## src/rtl/bp_be_pkg.sv

```systemverilog
// bp_be_pkg: shared types and layout helpers for the BE MMU command arbiter.
// Command = {mem_op, vaddr}; response = {exception_v, cache_miss_v, data}.
package bp_be_pkg;

   localparam int dword_width_gp   = 64;
   localparam int mem_op_width_gp  = 4;
   localparam int arb_id_width_gp  = 4;

   typedef enum logic [mem_op_width_gp-1:0] {
      e_lb  = 4'h0,
      e_lh  = 4'h1,
      e_lw  = 4'h2,
      e_ld  = 4'h3,
      e_sb  = 4'h8,
      e_sh  = 4'h9,
      e_sw  = 4'ha,
      e_sd  = 4'hb
   } bp_be_mmu_op_e;

   typedef struct packed {
      logic [arb_id_width_gp-1:0] id;
      logic                       poison;
   } bp_be_mmu_arb_entry_s;

   function automatic int mmu_cmd_width(input int vaddr_width);
      return mem_op_width_gp + vaddr_width;
   endfunction

   function automatic int mmu_resp_width();
      return dword_width_gp + 2;
   endfunction

   // Last-grant pointer starts at the highest index so requester 0 wins first.
   function automatic int rr_reset_ptr(input int els);
      return els - 1;
   endfunction

endpackage

```

## src/rtl/bp_be_mmu_id_tracker.sv

```systemverilog
// bp_be_mmu_id_tracker: in-order FIFO of issued requester IDs.
// poison_all marks every resident entry; a same-cycle push keeps its own poison bit.
module bp_be_mmu_id_tracker
   import bp_be_pkg::*;
 #(parameter  int depth_p = 4,
   localparam int aw      = $clog2(depth_p))
  (input  logic                 clk_i,
   input  logic                 reset_n_i,
   input  logic                 push_i,
   input  bp_be_mmu_arb_entry_s data_i,
   input  logic                 pop_i,
   input  logic                 poison_all_i,
   output bp_be_mmu_arb_entry_s head_o,
   output logic [aw:0]          count_o,
   output logic                 empty_o);

   bp_be_mmu_arb_entry_s mem [depth_p];
   logic [aw-1:0] rd_ptr, wr_ptr;

   always_ff @(posedge clk_i or negedge reset_n_i)
      if (!reset_n_i) begin
         rd_ptr  <= '0;
         wr_ptr  <= '0;
         count_o <= '0;
         for (int i = 0; i < depth_p; i++)
            mem[i] <= '0;
      end else begin
         if (poison_all_i)
            for (int i = 0; i < depth_p; i++)
               mem[i].poison <= 1'b1;
         if (push_i) begin
            mem[wr_ptr] <= data_i;
            wr_ptr      <= wr_ptr + 1'b1;
         end
         if (pop_i)
            rd_ptr <= rd_ptr + 1'b1;
         count_o <= count_o + (aw+1)'(push_i) - (aw+1)'(pop_i);
      end

   assign head_o  = mem[rd_ptr];
   assign empty_o = count_o == '0;

endmodule

```

## src/rtl/bp_be_mmu_cmd_arbiter.sv

```systemverilog
// bp_be_mmu_cmd_arbiter: round-robin share of the BE MMU port among els_p requesters,
// with a one-entry holding register, credit limit and in-order response routing.
module bp_be_mmu_cmd_arbiter
   import bp_be_pkg::*;
 #(parameter  int vaddr_width_p             = 39,
   parameter  int lce_sets_p                = 64,
   parameter  int cce_block_size_in_bytes_p = 64,
   parameter  int els_p                     = 2,
   parameter  int outstanding_p             = 4,
   localparam int cmd_w                     = mmu_cmd_width(vaddr_width_p),
   localparam int resp_w                    = mmu_resp_width())
  (input  logic                   clk_i,
   input  logic                   reset_n_i,
   input  logic [els_p*cmd_w-1:0] req_cmd_i,
   input  logic [els_p-1:0]       req_v_i,
   output logic [els_p-1:0]       req_ready_o,
   output logic [cmd_w-1:0]       mmu_cmd_o,
   output logic                   mmu_cmd_v_o,
   input  logic                   mmu_cmd_ready_i,
   input  logic [resp_w-1:0]      mmu_resp_i,
   input  logic                   mmu_resp_v_i,
   output logic                   mmu_resp_ready_o,
   output logic [resp_w-1:0]      resp_o,
   output logic [els_p-1:0]       resp_v_o,
   input  logic                   flush_i,
   output logic                   busy_o,
   output logic                   err_o);

   localparam int idx_w = $clog2(els_p);
   localparam int cnt_w = $clog2(outstanding_p) + 1;

   if (els_p < 2 || els_p > 2**arb_id_width_gp || outstanding_p < 2
       || (outstanding_p & (outstanding_p - 1)) != 0
       || lce_sets_p < 1 || cce_block_size_in_bytes_p < 1) begin : g_bad_cfg
      $error("bp_be_mmu_cmd_arbiter: unsupported parameter set");
   end

   logic [cmd_w-1:0]     req_cmd [els_p];
   logic                 hold_v;
   logic [cmd_w-1:0]     hold_cmd;
   logic [idx_w-1:0]     hold_id, ptr, gnt_idx;
   logic                 gnt_found, issue, pop, accept, credit_ok, tr_empty;
   logic [cnt_w-1:0]     tr_count;
   bp_be_mmu_arb_entry_s tr_head, tr_push;

   for (genvar i = 0; i < els_p; i++) begin : g_slot
      assign req_cmd[i] = req_cmd_i[i*cmd_w +: cmd_w];
   end

   always_comb begin
      gnt_found = 1'b0;
      gnt_idx   = ptr;
      for (int k = 1; k <= els_p; k++)
         if (!gnt_found && req_v_i[idx_w'((int'(ptr) + k) % els_p)]) begin
            gnt_found = 1'b1;
            gnt_idx   = idx_w'((int'(ptr) + k) % els_p);
         end
   end

   assign issue     = hold_v & mmu_cmd_ready_i & ~flush_i;
   assign pop       = mmu_resp_v_i & ~tr_empty;
   // Held command counts against the credit until it retires from the tracker.
   assign credit_ok = ({1'b0, tr_count} + (cnt_w+1)'(hold_v) - (cnt_w+1)'(pop))
                      < (cnt_w+1)'(outstanding_p);
   assign accept    = ~flush_i & (~hold_v | issue) & credit_ok & gnt_found;

   assign req_ready_o      = accept ? els_p'(1) << gnt_idx : '0;
   assign mmu_cmd_o        = hold_cmd;
   assign mmu_cmd_v_o      = issue;
   assign mmu_resp_ready_o = 1'b1;
   assign resp_o           = mmu_resp_i;
   assign resp_v_o         = (pop & ~tr_head.poison) ? els_p'(1) << tr_head.id : '0;
   assign busy_o           = hold_v | ~tr_empty;
   assign tr_push          = {arb_id_width_gp'(hold_id), 1'b0};

   always_ff @(posedge clk_i or negedge reset_n_i)
      if (!reset_n_i) begin
         hold_v   <= 1'b0;
         hold_cmd <= '0;
         hold_id  <= '0;
         ptr      <= idx_w'(rr_reset_ptr(els_p));
         err_o    <= 1'b0;
      end else begin
         if (accept) begin
            hold_v   <= 1'b1;
            hold_cmd <= req_cmd[gnt_idx];
            hold_id  <= gnt_idx;
            ptr      <= gnt_idx;
         end else if (issue | flush_i)
            hold_v <= 1'b0;
         if (mmu_resp_v_i & tr_empty)
            err_o <= 1'b1;
      end

   bp_be_mmu_id_tracker #(.depth_p(outstanding_p)) tracker
     (.clk_i        (clk_i),
      .reset_n_i    (reset_n_i),
      .push_i       (issue),
      .data_i       (tr_push),
      .pop_i        (pop),
      .poison_all_i (flush_i),
      .head_o       (tr_head),
      .count_o      (tr_count),
      .empty_o      (tr_empty));

endmodule

```

## config.mk

```make
export PLATFORM = sky130hd
export DESIGN_NAME = bp_be_mmu_cmd_arbiter
export DESIGN_NICKNAME = d
export VERILOG_FILES = /design/src/rtl/bp_be_pkg.sv /design/src/rtl/bp_be_mmu_id_tracker.sv /design/src/rtl/bp_be_mmu_cmd_arbiter.sv
export SDC_FILE = /design/constraint.sdc
export NUM_CORES = 1
export LEC_CHECK = 0
export BUFFER_PORTS_ARGS = -buffer_cell sky130_fd_sc_hd__buf_4
export CORE_AREA = 2 2 106 108
export CTS_CLUSTER_SIZE = 10
export DETAILED_ROUTE_END_ITERATION = 7
export DIE_AREA = 0 0 108 110
export GPL_ROUTABILITY_DRIVEN = 0
export PLACE_DENSITY = 0.69
export SETUP_SLACK_MARGIN = 0.5
export SLEW_MARGIN = 0
export SYNTH_ARGS = -nofsm -noshare
export SYNTH_HDL_FRONTEND = slang
export SYNTH_SLANG_ARGS = --single-unit
export TNS_END_PERCENT = 10
```

## constraint.sdc

```tcl
create_clock -name clk_i -period 6.4 [get_ports clk_i]
set_input_delay 1.28 -clock clk_i [delete_from_list [all_inputs] [get_ports clk_i]]
set_output_delay 1.28 -clock clk_i [all_outputs]
set_load 0.03 [all_outputs]
```

# [Word level (Yosys, flattened, before mapping)]
# Cells that the tools add are included.
[op_classes] n_reduce_logical=5 n_mux=26 n_lt_le_gt_ge=7 n_addsub=8 n_bitwise=18 shifts=2
[ops] op="$mux W43" count=3
[ops] op="$bwmux W20" count=1
[ops] op="$mux W16" count=1
[ops] op="$mux W5" count=3
[ops] op="$mux W1" count=14
[ops] op="$bmux W5 S2" count=1
[ops] op="$demux W5 S2" count=1
[ops] op="$and A1 B1 Y1" count=8
[ops] op="$ge A3 B3 Y1 const B" count=2
[ops] op="$lt A1 B3 Y1 const B" count=2
[ops] op="$not A2 Y3" count=2
[ops] op="$add A2 B1 Y2 const B" count=2
[ops] op="$add A3 B1 Y4" count=1
[ops] op="$lt A4 B3 Y1 const B" count=1
[ops] op="$mux W2" count=2
[ops] op="$not A1 Y1" count=4
[ops] op="$shl A1 B4 Y2 const A" count=1
[ops] op="$sub A4 B1 Y4" count=1
[ops] op="$add A3 B1 Y3" count=1
[ops] op="$logic_not A3 Y1" count=1
[ops] op="$lt A3 B1 Y1 const B" count=1
[ops] op="$or A1 B1 Y1" count=3
[ops] op="$sub A3 B1 Y3" count=1
[ops] op="$add A1 B1 Y1 const B" count=2
[ops] op="other kinds (6)" count=7
[word_totals] inputBits=159 regBits=74 out_inout_bits=117

# [Logic depth before layout (Yosys ltp)]
[logic_depth] word_depth=12 ltp_mapped=10

# [Hierarchy]
# A second synthesis with hierarchy kept.
[unflattened] cells_unflattened=328 hier_area_um2=4254.1
[modules_own_cells] mod="bp_be_mmu_cmd_arbiter" area_per_inst_um2=2940.3 n_inst=1 cells_per_inst=243 seq_area_each_um2=1177.4
[modules_own_cells] mod="bp_be_mmu_id_tracker" area_per_inst_um2=1313.8 n_inst=1 cells_per_inst=85 seq_area_each_um2=675.6

# [Worst setup path before layout]
# Ideal clock, no wire load.
[synth_timing] kind="input-to-output" start="in mmu_resp_v_i" end="out req_ready_o[1]" setup_slack_ns=2.032 required_ns=5.120 t_arrival_ns=3.088 cell_stages=10 cell_sequence="o31ai_4 > or2_2 > ha_1 > nand2_1 > nand2_1 > a21oi_1 > a21bo_1 > buf_6 > buf_6 > nor2b_1"
[synth_between] elab_chain_cells=6
[synth_lines] element="start: declaration" line="bp_be_mmu_cmd_arbiter.sv:21" text="input logic mmu_resp_v_i,"
[synth_lines] element="$and A1 B1 Y1" line="bp_be_mmu_cmd_arbiter.sv:61" text="assign pop = mmu_resp_v_i & ~tr_empty;"
[synth_lines] element="$sub A4 B1 Y4" line="bp_be_mmu_cmd_arbiter.sv:63" text="assign credit_ok = ({1'b0, tr_count} + (cnt_w+1)'(hold_v) - (cnt_w+1)'(pop))"
[synth_lines] element="$lt A4 B3 Y1" line="bp_be_mmu_cmd_arbiter.sv:64" text="< (cnt_w+1)'(outstanding_p);"
[synth_lines] element="$and A1 B1 Y1 (2 in series)" line="bp_be_mmu_cmd_arbiter.sv:65" text="assign accept = ~flush_i & (~hold_v | issue) & credit_ok & gnt_found;"
[synth_lines] element="$mux W2" line="bp_be_mmu_cmd_arbiter.sv:67" text="assign req_ready_o = accept ? els_p'(1) << gnt_idx : '0;"
[synth_lines] element="end: declaration" line="bp_be_mmu_cmd_arbiter.sv:16" text="output logic [els_p-1:0] req_ready_o,"
# Every way passes these cells.

# [Worst setup path in the final report]
# Ends and elaborated chain as after synthesis.

==> impl_summary.md <==
Status
The run finished with clean final reports.

Clocking
The number of clock buffers added by TritonCTS is 9. TritonCTS built the clock tree. The maximum buffer depth of the clock tree is 2. The clock transition time at the flip-flop clock pins of the worst setup and hold paths is 0.07 ns. The number of sinks handled by clock tree synthesis is 62. The count of cells resized by post-cts repair is 0.

The cell sitting at the root of the clock tree is a sky130_fd_sc_hd__clkbuf_8. The later pin in the worst-skew pair is clocked with a latency of 0.34 ns. The cts-stage hold buffer count is 0.

The H-tree was split into 3 levels. The number of buffers added for setup after CTS is 0.

Worst setup path
The cell with the largest stage delay on the worst path is sky130_fd_sc_hd__a21bo_2. Of all nets on the critical path, the largest fanout is 23. The critical path startpoint category is an input pin.

The startpoint of the most critical register-to-register path is tracker.count_o[2]. For the worst setup path, the data arrival time is 3.38 ns. The setup path with the least slack is of type input pin to output port. On the worst path, the slowest cell contributes a delay of 0.62 ns. The worst setup path is captured at an output port.

Traced cell by cell, the critical path runs through buf_4 -> o31ai_4 -> or2_2 -> ha_1 -> nand2_1 -> nand2_1 -> a21oi_1 -> a21bo_2 -> nor2b_1 -> buf_4. The register-to-register setup slack is 3.20 ns. The endpoint identified for the worst register-to-register timing path is mmu_cmd_o[21]. The number of cells on the worst reg-to-reg path is 9.

STA puts the critical path data required time at 5.12 ns.

STA
The final setup skew is 0.00922 ns. Setup repair after global routing left no endpoint under its margin. The remaining max-slew budget at the tightest pin is 23.8%. The post-route minimum period is 4.66 ns.

At the pin with the least slew margin, the transition time is 1.14 ns. The number of hold violations in the final report is 0. The total negative slack is 0 ns. The final setup slack of the worst path is 1.74 ns.

The count of endpoints failing setup in the final report is 0. The fraction of the cycle the final worst path needs is 72.8%. The maximum achievable frequency is 215 MHz.

The final count of pins violating max slew is 0.

GRT
The remaining global-route overflow is 0. The initial antenna violation count is 1. The maximum number of pins on one net before global-route repair is 63. The global-route wire length before repair is 12.1 mm. The via count of the first global-routing pass was 2341. The total track usage is 13.7%.

Routing
The number of detailed-routing iterations run before antenna repair is 3. The total via count in the routed design is 2389. For this run, design rule violations remaining after detail routing come to 0. Summed over all layers, the routed wires come to 8.37 mm. The violation count after the first detailed-routing iteration is 60. The detail-routed via count per cell is 4.60. The average wire length per cell after detail routing is 16.1 um. The final antenna-violating net count is 0.

Placement
Once placement finished, the instance area stood at 4360 um2. At the placement stage, the worst setup path has a slack of 1.74 ns. After legalization and detailed placement, the total HPWL measured 6.56 mm. The number of input and output port buffers inserted is 141.

Yosys
The async set or reset register ratio after synthesis is 100%. Synthesis produced 297 cells. The cell area that synthesis handed to floorplanning was 3670 um2. The fraction of synthesized cell area taken by the top area cell type is 41.6%. A synthesized cell averages 12.4 um2. Sorting the synthesized cells by area gives the leading types as sky130_fd_sc_hd__dfrtp_1, sky130_fd_sc_hd__mux2_2, sky130_fd_sc_hd__buf_4, sky130_fd_sc_hd__mux2_4, sky130_fd_sc_hd__ha_1. The post-synthesis cell type count is 35. The Yosys warning count is 0. The number of nets handed over by synthesis was 464. The largest area contributor in the netlist is sky130_fd_sc_hd__dfrtp_1. The sequential cell area fraction in the yosys report is 42.3%. The number of register bits inferred by synthesis is 62.

By count the netlist is led by sky130_fd_sc_hd__mux2_2, sky130_fd_sc_hd__buf_4, sky130_fd_sc_hd__dfrtp_1. The most common cell in the synthesized netlist is sky130_fd_sc_hd__mux2_2. The most used flip-flop cell after synthesis is sky130_fd_sc_hd__dfrtp_1.

The number of synthesized flops with an enable pin is 0.

Floorplan
The I/O pin total is 276. The number of rows in the core area is 38. The height of the die is 110 um. The floorplan step defined a die boundary enclosing 11900 um2. The starting density of the core is 34.3%.

The area of the core is 10700 um2. The die is 108 um wide.

Hold path
The endpoint of the worst hold path is err_o. Along the worst hold path, the cell count comes to 1. The path class of the tightest hold or removal check is flip-flop to flip-flop. The startpoint of the worst hold path is err_o.

Layout
The number of antenna diodes in the final layout is 0. The area of the multi-input gates is 1520 um2. The share of layout cells above drive strength 1 is 66.5%. The footprint of the flip-flops and latches is 1550 um2. The count of fill cells added during filler insertion is 1005. The post-route cell area is 4550 um2. The final net count is 541. From synthesis to final layout, the design area changed by 24.0%.

Power
The areal power density over the cells is 497 nW/um2. The worst voltage drop across the vdd grid is 224 uV. The analysis attributes to cell leakage a power of 0.00214 uW.

Job
Across the run, the number of max-cap violations was 0.
cells by family (layout without fill, tap and decap cells):
family / Yosys count / after routing / synth area share, %
adders and majority gates: 8 / 8 / 2.93
xor gates and xnor gates: 7 / 7 / 1.67
DFF: 62 / 62 / 42.3
buffers and inverters: 87 / 169 / 16.4
AOI/OAI and AO/OA: 14 / 14 / 3.03
muxes: 89 / 89 / 29.4
other: 1 / 1 / 0.102
and+or+nand+nor: 29 / 29 / 4.12
critical path: cells and delay by family:
family,cells,cell delay [ns]
buf+inv,2,0.28
compound gates,3,0.87
simple gates,4,0.66
fa+ha+maj,1,0.28
through the flow:
| stage | total power, uW | hold slack [ns] | util [%] | std cells |
|---|---|---|---|---|
| 6_report | 2260 | 0.466 | 42.5 | 519 |
| 5_1_grt | 2420 | 0.509 | 42.5 | 519 |
| 3_5_place_dp | 1960 | 0.453 | 40.8 | 503 |
| 4_1_cts | 2310 | 0.472 | 42.5 | 519 |
| 3_3_place_gp | 1920 | 0.446 | 40.8 | 503 |
| 2_1_floorplan | 1630 | 0.444 | - | 297 |
state kept, by name, indices dropped and copies added (netlist names):
signal and cells:
hold_id 1, tracker.count_o 3, tracker.rd_ptr 2, hold_v 1, mmu_cmd_o 43, ptr 1, err_o 1, tracker.wr_ptr 2
tracker.mem 8
cell usage in the layout (no fill, tap or decap), types with 2 or more instances in the layout:
master / instances
sky130_fd_sc_hd__dfrtp_1: 61
sky130_fd_sc_hd__mux4_2: 2
sky130_fd_sc_hd__clkinv_2: 2
sky130_fd_sc_hd__o21ai_0: 5
sky130_fd_sc_hd__buf_4: 143
sky130_fd_sc_hd__ha_1: 7
sky130_fd_sc_hd__clkbuf_8: 9
sky130_fd_sc_hd__nor3b_1: 2
sky130_fd_sc_hd__nand2b_1: 3
sky130_fd_sc_hd__o21a_1: 4
sky130_fd_sc_hd__nand2_1: 12
sky130_fd_sc_hd__xnor2_1: 4
sky130_fd_sc_hd__mux2_2: 71
sky130_fd_sc_hd__nor3_1: 3
sky130_fd_sc_hd__nor2b_1: 2
sky130_fd_sc_hd__inv_1: 10
sky130_fd_sc_hd__xor2_1: 2
sky130_fd_sc_hd__mux2_4: 15
sky130_fd_sc_hd__clkinvlp_4: 3
routing by layer:
| metal | track usage [%] | vias up | part of all wire [%] |
|---|---|---|---|
| met2 | 23.6 | 153 | 49 |
| met1 | 13.8 | 1127 | 35 |
| li1 | - | 1092 | - |
| met4 | 5.40 | 2 | 1.4 |
| met3 | 7.41 | 15 | 14 |
| met5 | 0 | - | 0.19 |
final cells by class:
type | instances | share of cell area [%]
Clock buffer | 10 | 2.80
Timing Repair Buffer | 143 | 23.6
Clock inverter | 6 | 1.37
Multi-Input combinational cell | 148 | 33.5
Sequential cell | 62 | 34.1
Tap cell | 140 | 3.85
Inverter | 10 | 0.825
power breakdown:
part	total [uW]	switching, uW	internal [uW]
Combinational	1220	613	605
Clock	336	158	178
Sequential	709	127	582
how the worst max path moves through the flow:
stage | from | cells past startpoint | slack [ns] | endpoint
after global routing | mmu_resp_v_i | 10 | 1.58 | req_ready_o[1]
after floorplan | mmu_resp_v_i | 10 | 2.03 | req_ready_o[1]
after global placement | mmu_resp_v_i | 10 | 1.75 | req_ready_o[1]
after CTS | mmu_resp_v_i | 10 | 1.73 | req_ready_o[1]
final | mmu_resp_v_i | 10 | 1.74 | req_ready_o[1]
after detailed placement | mmu_resp_v_i | 10 | 1.74 | req_ready_o[1]
No activity file was read; power rests on OpenSTA's default activity.
